### config.mk
export PLATFORM = sky130hd
export DESIGN_NAME = mem_stage_ctrl_flat
export DESIGN_NICKNAME = d
export VERILOG_FILES = /design/src/rtl/mem_stage_ctrl_if.sv /design/src/rtl/mem_stage_ctrl.sv /design/src/flat_wrapper.sv
export SDC_FILE = /design/constraint.sdc
export NUM_CORES = 1
export LEC_CHECK = 0
export ABC_AREA = 1
export BUFFER_PORTS_ARGS = -buffer_cell sky130_fd_sc_hd__clkbuf_2
export CORE_MARGIN = 2
export CORE_UTILIZATION = 43
export DETAILED_ROUTE_END_ITERATION = 10
export PLACE_DENSITY = 0.74
export SETUP_SLACK_MARGIN = 0.3
export SLEW_MARGIN = 30
export SYNTH_ARGS = -nofsm -noshare
export SYNTH_HDL_FRONTEND = slang
export SYNTH_SLANG_ARGS = --single-unit
### constraint.sdc
create_clock -name clk -period 3.9 [get_ports clk]
set_input_delay 0.78 -clock clk [delete_from_list [all_inputs] [get_ports clk]]
set_output_delay 0.78 -clock clk [all_outputs]
set_load 0.05 [all_outputs]
### src/rtl/mem_stage_ctrl_if.sv
// Bundle of execute-side, data-memory and write-back signals around the MEM stage.
// The slave modport is the stage controller; master is its surrounding pipeline/memory.
interface mem_stage_ctrl_if;
  logic        ex_valid;
  logic        MEM_WE;
  logic        MEM_REG;
  logic        DE_WE;
  logic [31:0] alu_result;
  logic [31:0] store_data;
  logic [4:0]  rd;
  logic        stall;
  logic        dmem_req;
  logic        dmem_we;
  logic [31:0] dmem_addr;
  logic [31:0] dmem_wdata;
  logic        dmem_ack;
  logic [31:0] dmem_rdata;
  logic        wb_valid;
  logic        wb_we;
  logic [4:0]  wb_rd;
  logic [31:0] wb_data;
  logic        err;

  modport slave (
    input  ex_valid, MEM_WE, MEM_REG, DE_WE, alu_result, store_data, rd,
    input  dmem_ack, dmem_rdata,
    output stall, dmem_req, dmem_we, dmem_addr, dmem_wdata,
    output wb_valid, wb_we, wb_rd, wb_data, err
  );

  modport master (
    output ex_valid, MEM_WE, MEM_REG, DE_WE, alu_result, store_data, rd,
    output dmem_ack, dmem_rdata,
    input  stall, dmem_req, dmem_we, dmem_addr, dmem_wdata,
    input  wb_valid, wb_we, wb_rd, wb_data, err
  );
endinterface

### src/rtl/mem_stage_ctrl.sv
// MEM pipeline stage controller: passes ALU results through in one cycle and runs
// aligned loads/stores against a data memory with an ack timeout.
module mem_stage_ctrl #(
  parameter int unsigned TIMEOUT = 255
) (
  input logic            clk,
  input logic            rst_n,
  mem_stage_ctrl_if.slave bus
);

  localparam logic [0:0] IDLE   = 1'b0;
  localparam logic [0:0] ACCESS = 1'b1;
  localparam logic [7:0] TMO_LAST = 8'(TIMEOUT - 32'd1);

  logic [0:0]  state_r, state_s;
  logic [7:0]  wait_cnt_r, wait_cnt_s;
  logic [31:0] addr_r, addr_s;
  logic [31:0] wdata_r, wdata_s;
  logic [4:0]  rd_r, rd_s;
  logic        store_r, store_s;
  logic        wb_valid_r, wb_valid_s;
  logic        wb_we_r, wb_we_s, wb_we_raw_s;
  logic [4:0]  wb_rd_r, wb_rd_s;
  logic [31:0] wb_data_r, wb_data_s;
  logic        err_r, err_s;
  logic        mem_op_s;

  assign mem_op_s = bus.MEM_WE | bus.MEM_REG;

  // Next-state and write-back result selection
  always_comb begin
    state_s     = state_r;
    wait_cnt_s  = wait_cnt_r;
    addr_s      = addr_r;
    wdata_s     = wdata_r;
    rd_s        = rd_r;
    store_s     = store_r;
    wb_valid_s  = 1'b0;
    wb_we_raw_s = wb_we_r;
    wb_rd_s     = wb_rd_r;
    wb_data_s   = wb_data_r;
    err_s       = 1'b0;
    case (state_r)
      IDLE: begin
        if (bus.ex_valid) begin
          if (!mem_op_s) begin
            wb_valid_s  = 1'b1;
            wb_we_raw_s = bus.DE_WE;
            wb_rd_s     = bus.rd;
            wb_data_s   = bus.alu_result;
          end else if (bus.alu_result[1:0] == 2'b00) begin
            state_s    = ACCESS;
            wait_cnt_s = 8'd0;
            addr_s     = bus.alu_result;
            wdata_s    = bus.store_data;
            rd_s       = bus.rd;
            store_s    = bus.MEM_WE;
          end else begin
            wb_valid_s  = 1'b1;
            wb_we_raw_s = 1'b0;
            wb_rd_s     = bus.rd;
            err_s       = 1'b1;
          end
        end else begin
          state_s = IDLE;
        end
      end
      ACCESS: begin
        // An ack in the final wait cycle takes priority over the timeout
        if (bus.dmem_ack) begin
          state_s    = IDLE;
          wb_valid_s = 1'b1;
          wb_rd_s    = rd_r;
          if (store_r) begin
            wb_we_raw_s = 1'b0;
            wb_data_s   = 32'd0;
          end else begin
            wb_we_raw_s = 1'b1;
            wb_data_s   = bus.dmem_rdata;
          end
        end else if (wait_cnt_r == TMO_LAST) begin
          state_s     = IDLE;
          wb_valid_s  = 1'b1;
          wb_we_raw_s = 1'b0;
          wb_rd_s     = rd_r;
          err_s       = 1'b1;
        end else begin
          wait_cnt_s = wait_cnt_r + 8'd1;
        end
      end
      default: begin
        state_s = IDLE;
      end
    endcase
    wb_we_s = wb_we_raw_s & (wb_rd_s != 5'd0);
  end

  // State, latched access and write-back registers
  always_ff @(posedge clk or negedge rst_n) begin
    if (!rst_n) begin
      state_r    <= IDLE;
      wait_cnt_r <= 8'd0;
      addr_r     <= 32'd0;
      wdata_r    <= 32'd0;
      rd_r       <= 5'd0;
      store_r    <= 1'b0;
      wb_valid_r <= 1'b0;
      wb_we_r    <= 1'b0;
      wb_rd_r    <= 5'd0;
      wb_data_r  <= 32'd0;
      err_r      <= 1'b0;
    end else begin
      state_r    <= state_s;
      wait_cnt_r <= wait_cnt_s;
      addr_r     <= addr_s;
      wdata_r    <= wdata_s;
      rd_r       <= rd_s;
      store_r    <= store_s;
      wb_valid_r <= wb_valid_s;
      wb_we_r    <= wb_we_s;
      wb_rd_r    <= wb_rd_s;
      wb_data_r  <= wb_data_s;
      err_r      <= err_s;
    end
  end

  assign bus.stall      = (state_r == ACCESS);
  assign bus.dmem_req   = (state_r == ACCESS);
  assign bus.dmem_we    = (state_r == ACCESS) & store_r;
  assign bus.dmem_addr  = addr_r;
  assign bus.dmem_wdata = wdata_r;
  assign bus.wb_valid   = wb_valid_r;
  assign bus.wb_we      = wb_we_r;
  assign bus.wb_rd      = wb_rd_r;
  assign bus.wb_data    = wb_data_r;
  assign bus.err        = err_r;

endmodule

### src/flat_wrapper.sv
// flat-port wrapper written by rule: the top's interface ports become plain ports
module mem_stage_ctrl_flat 
#(
  parameter int unsigned TIMEOUT = 255
)
  (clk, rst_n, bus_ex_valid, bus_MEM_WE, bus_MEM_REG, bus_DE_WE, bus_alu_result, bus_store_data, bus_rd, bus_dmem_ack, bus_dmem_rdata, bus_stall, bus_dmem_req, bus_dmem_we, bus_dmem_addr, bus_dmem_wdata, bus_wb_valid, bus_wb_we, bus_wb_rd, bus_wb_data, bus_err);
  mem_stage_ctrl_if bus_i ();
  input logic clk;
  input logic rst_n;
  input wire logic [$bits(bus_i.ex_valid)-1:0] bus_ex_valid;
  input wire logic [$bits(bus_i.MEM_WE)-1:0] bus_MEM_WE;
  input wire logic [$bits(bus_i.MEM_REG)-1:0] bus_MEM_REG;
  input wire logic [$bits(bus_i.DE_WE)-1:0] bus_DE_WE;
  input wire logic [$bits(bus_i.alu_result)-1:0] bus_alu_result;
  input wire logic [$bits(bus_i.store_data)-1:0] bus_store_data;
  input wire logic [$bits(bus_i.rd)-1:0] bus_rd;
  input wire logic [$bits(bus_i.dmem_ack)-1:0] bus_dmem_ack;
  input wire logic [$bits(bus_i.dmem_rdata)-1:0] bus_dmem_rdata;
  output wire logic [$bits(bus_i.stall)-1:0] bus_stall;
  output wire logic [$bits(bus_i.dmem_req)-1:0] bus_dmem_req;
  output wire logic [$bits(bus_i.dmem_we)-1:0] bus_dmem_we;
  output wire logic [$bits(bus_i.dmem_addr)-1:0] bus_dmem_addr;
  output wire logic [$bits(bus_i.dmem_wdata)-1:0] bus_dmem_wdata;
  output wire logic [$bits(bus_i.wb_valid)-1:0] bus_wb_valid;
  output wire logic [$bits(bus_i.wb_we)-1:0] bus_wb_we;
  output wire logic [$bits(bus_i.wb_rd)-1:0] bus_wb_rd;
  output wire logic [$bits(bus_i.wb_data)-1:0] bus_wb_data;
  output wire logic [$bits(bus_i.err)-1:0] bus_err;
  assign bus_i.ex_valid = bus_ex_valid;
  assign bus_i.MEM_WE = bus_MEM_WE;
  assign bus_i.MEM_REG = bus_MEM_REG;
  assign bus_i.DE_WE = bus_DE_WE;
  assign bus_i.alu_result = bus_alu_result;
  assign bus_i.store_data = bus_store_data;
  assign bus_i.rd = bus_rd;
  assign bus_i.dmem_ack = bus_dmem_ack;
  assign bus_i.dmem_rdata = bus_dmem_rdata;
  assign bus_stall = bus_i.stall;
  assign bus_dmem_req = bus_i.dmem_req;
  assign bus_dmem_we = bus_i.dmem_we;
  assign bus_dmem_addr = bus_i.dmem_addr;
  assign bus_dmem_wdata = bus_i.dmem_wdata;
  assign bus_wb_valid = bus_i.wb_valid;
  assign bus_wb_we = bus_i.wb_we;
  assign bus_wb_rd = bus_i.wb_rd;
  assign bus_wb_data = bus_i.wb_data;
  assign bus_err = bus_i.err;
  mem_stage_ctrl #(.TIMEOUT(TIMEOUT)) u_core (.clk(clk), .rst_n(rst_n), .bus(bus_i));
endmodule
# After elaboration in Yosys (flattened, before gate mapping)
# Index checks and enable logic that the tools add are counted.
# op_classes
n_eq_ne	8
bitwise	4
muxes	40
reduce_logical	5
n_addsub	1
# op_table
op	count
$mux 32	4
$pmux 32 s2	1
$mux 8	5
$mux 5	5
$mux 1	19
$pmux 8 s2	1
$ne 2x2->1 const B	5
$pmux 5 s2	1
$add 8x1->8 const B	1
$eq 8x8->1 const B	1
$pmux 1 s2	4
$reduce_and 5->1	1
$reduce_bool 5->1	1
$ne 2x1->1 const B	2
$reduce_and 4->1	1
$reduce_and 3->1	1
$and 1x1->1	2
$logic_not 2->1	1
$not 1->1	1
$or 1x1->1	1
# totals
ff_bits	119
output_inout_bits	107
elab_cells	69

# Depth between registers and ports, before layout
# depth
word_depth	7
mapped_depth	13
ltp_nobuf	13

# Worst setup path after synthesis
# OpenSTA, ideal clock, no wires.
# synth_path
path_kind	flip-flop to output port
startpoint	register u_core.state_r (netlist: u_core.bus.dmem_req)
endpoint	output port bus_dmem_we
stages_incl_launch_ff	4
t_arrival_ns	1.400
path_slack_ns	1.720
n_path_buf	1
cell_sequence	dfrtp_1 clkbuf_1 nand2_1 inv_1
# synth_via
elab_chain_len	1
# synth_rtl
element	line_no	source
start, declared	mem_stage_ctrl.sv:15	logic [0:0] state_r, state_s;
start signal, assigned	mem_stage_ctrl.sv:113	state_r <= state_s;
$and 1x1->1	mem_stage_ctrl.sv:129	assign bus.dmem_we = (state_r == ACCESS) & store_r;
end, declared	flat_wrapper.sv:21	output wire logic [$bits(bus_i.dmem_we)-1:0] bus_dmem_we;
# Every way passes these cells.

# Worst setup path in the final report
# layout_path
startpoint	register u_core.state_r (netlist: u_core.bus.dmem_req)
endpoint	register u_core.wb_data_r[1] (netlist: u_core.bus.wb_data[1])
# layout_via
elab_chain_len	3
elab_cells_between_ends	6
classes_between	3 x eq/ne; 1 x mux; 1 x bitwise; 1 x reduce/logical
# layout_rtl
element	line_no	source
$not 1->1	n/a	
$ne 2x2->1 (no source line)	n/a	
$reduce_and 3->1 (no source line)	n/a	
end signal, assigned	mem_stage_ctrl.sv:122	wb_data_r <= wb_data_s;
end, declared	mem_stage_ctrl.sv:24	logic [31:0] wb_data_r, wb_data_s;
# Parallel ways exist; a longest one is shown, timed or not.
# A chain may end at the register's enable or synchronous reset.

==> out/results.tsv <==
metric	value	unit
cts.clk_slew.worst_paths	0.05	ns
r2r-end	u_core.bus.wb_data[1]	
final_cell_mix	213 x clkbuf_2, 174 x nand2_1, 119 x dfrtp_1	
synth_area_leaders	dfrtp_1 58%, nand2_1 13%, a221oi_1 5.1%	
grt_pass1_wl	22290	microns
wl_per_cell	14.44	microns
multi_input_area	0.001783	sq mm
dpl_cell_area	0.006270	sq mm
path_cells	inv_2 > nor2_2 > buf_4 > nand2_1 > a41oi_1	
portBuffers	214	
period_share	63.11	%
grt_use_total	22.21	%
n_antenna_cell	0	
crit_path_end_kind	flop	
mostFrequentLayoutCell	clkbuf_2	
cts-root-buf	clkbuf_16	
p_int	0.002844	W
final_hold_viol_count	0	
final_layout_size_suffix_gt1_share	34.00	%
switchingPower	0.001811	W
setup_viol	0	
crit_required	4.21	ns
startpoint_type	flop	
relSlewSlack	50.01	%
fillCellCount	1003	
seqPwrFrac	34.9	%
hold_buffers	0	
ant_nets	0	
drv_cap	0	
nNetsFinal	894	
dieArea	0.01276	sq mm
final_cells	940	
clock_latency	0.41	ns
grt_pass1_vias	4675	
setup_tns	0	ns
rr_worst_depth	5	
cts_sinks	119	
status	finished, violations left	
synth_nets	690	
ys_types	29	
p_per_area	677.7	mW/mm^2
yosys_warnings	0	
num_io_pins	215	
first_pass_iters	8	
grt_remaining_overflow	0	
numCtsBuffers	17	
area_growth	34.53	%
p_clk_share	33.6	%
postLayoutCellArea	0.006869	sq mm
yosysTopAreaCellShare	58.32	%
synth_seq_cells	119	
leakagePower	3.795	nW
rr_startpoint	u_core.bus.dmem_req	
netlist_area	0.005106	sq mm
cts-htree-levels	4	
crit_start	u_core.bus.dmem_req	
antenna_found_initial	0	
finalCriticalPeriod	2.461	ns
violations	DRC	
rrSetupSlack	1.44	ns
peakVddDrop	406.0	uV
hp-class	primary input to asynchronous set/reset pin	
drt_iter0_markers	318	
grt_max_degree	66	
whs	0.4392	ns
syn_area_per_cell	8.804	sq um
routed_wirelength	13580	microns
dp_slack	1.267	ns
cts_buffer_depth	2	
comb_power_share	31.5	%
layout_setup_ws	1.439	ns
cp_data_arrival_time	2.77	ns
start_util	44.34	%
swShare	38.91	%
post-cts-setup-buffers	0	
slowest_stage	dfrtp_1	
clock.fmax	406.3	MHz
critPathKind	flop to flop	
synth.largest_area_cell	dfrtp_1	
coreArea	0.01152	sq mm
fin_skew	0.005462	ns
rsz0062_at_grt	no	
cts_tree	built	
dp_cells	908	
worst-path-max-fanout	40	
ctsResizeCount	0	
drc_errors	16	
netlist_instances	580	
num_rows	39	
worst_slew_pin_slew	0.7488	ns
cpPeakStageDelay	0.63	ns
die_w	113.0	microns
routed_via_density	4.941	
final_max_slew_viol_count	0	
place.gp.congestion	0.8475	
seq_area_frac_synth	58.32	%
dieHeight	113.0	microns
final-seq-area	0.002978	sq mm
dr_total_vias	4645	
post-dp-hpwl	9543	microns
-- cell usage after synthesis, drive strengths merged --
master,n
nand3b,1
a41oi,2
o21a,1
clkbuf,15
ha,2
nand2,182
nand4,2
nor3,1
dfrtp,119
nor2,57
nand3,13
inv,55
a21oi,36
buf,19
a211oi,1
o21ai,41
or2,1
xor2,2
a221oi,30
-- layout make-up --
class / count / share of cell area, %
Inverter: 55 / 3.005
Multi-Input combinational cell: 372 / 25.96
Clock buffer: 22 / 6.903
Timing Repair Buffer: 219 / 16.36
Tap cell: 143 / 2.605
Clock inverter: 10 / 1.821
Sequential cell: 119 / 43.35
-- routing by layer --
layer / global-route usage (%) / share of wire [%] / wire length, microns
met5: 0 / 0 / 0
met4: 10.16 / 2.2 / 300
met3: 7.070 / 8.2 / 1116
met2: 35.42 / 46 / 6304
met1: 27.83 / 43 / 5856
-- sequential cells by signal, indices dropped and copies added, names as in the netlist --
register and cells:
u_core.bus.dmem_wdata 32, u_core.bus.wb_rd 5, u_core.bus.wb_we 1, u_core.bus.wb_data 32
u_core.bus.dmem_req 1, u_core.bus.err 1, u_core.bus.dmem_addr 32, u_core.rd_r 5
u_core.bus.wb_valid 1, u_core.wait_cnt_r 8, u_core.store_r 1
-- cells by family (layout without fill, tap and decap cells) --
group	after synthesis	after routing	synth area share, %
flip-flops	119	119	58.32
AO/OA/AOI/OAI	111	111	13.40
XOR/XNOR	2	2	0.3431
adder cells (fa/ha/maj)	2	2	0.4900
buffers and inverters	89	306	7.008
AND/OR/NAND/NOR	257	257	20.44
-- power groups by stage --
| stage | clock [W] | sequential (W) | combinational (W) |
|---|---|---|---|
| after detailed placement | 0 | 0.00164 | 0.00147 |
| final | 0.00156 | 0.00163 | 0.00146 |
| after floorplan | 0 | 0.00238 | 0.000315 |
| after global placement | 0 | 0.00163 | 0.00145 |
| after CTS | 0.00160 | 0.00162 | 0.00147 |
| after global routing | 0.00166 | 0.00165 | 0.00156 |
-- worst max-delay path, delay by kind of cell, from the launching register on --
kind | cells | cell delay [ns]
AO/OA/AOI/OAI | 1 | 0.22
buffers and inverters | 2 | 0.80
flip-flops | 1 | 0.63
AND/OR/NAND/NOR | 2 | 0.71
-- metrics by stage --
step | power (W) | util (%)
final | 0.004655 | 59.65
after global routing | 0.004871 | 59.65
after CTS | 0.004700 | 59.65
after detailed placement | 0.003112 | 54.44
after global placement | 0.003083 | 54.42
after floorplan | 0.002693 | -
-- worst max path at each step --
stage,endpoint,cells after the start
2_1_floorplan,bus_dmem_we,3
3_3_place_gp,u_core.bus.dmem_wdata[22],6
3_5_place_dp,u_core.bus.dmem_wdata[16],6
4_1_cts,u_core.bus.wb_data[1],5
5_1_grt,u_core.bus.wb_data[1],5
6_report,u_core.bus.wb_data[1],5
No activity file was read; power rests on OpenSTA's default activity.
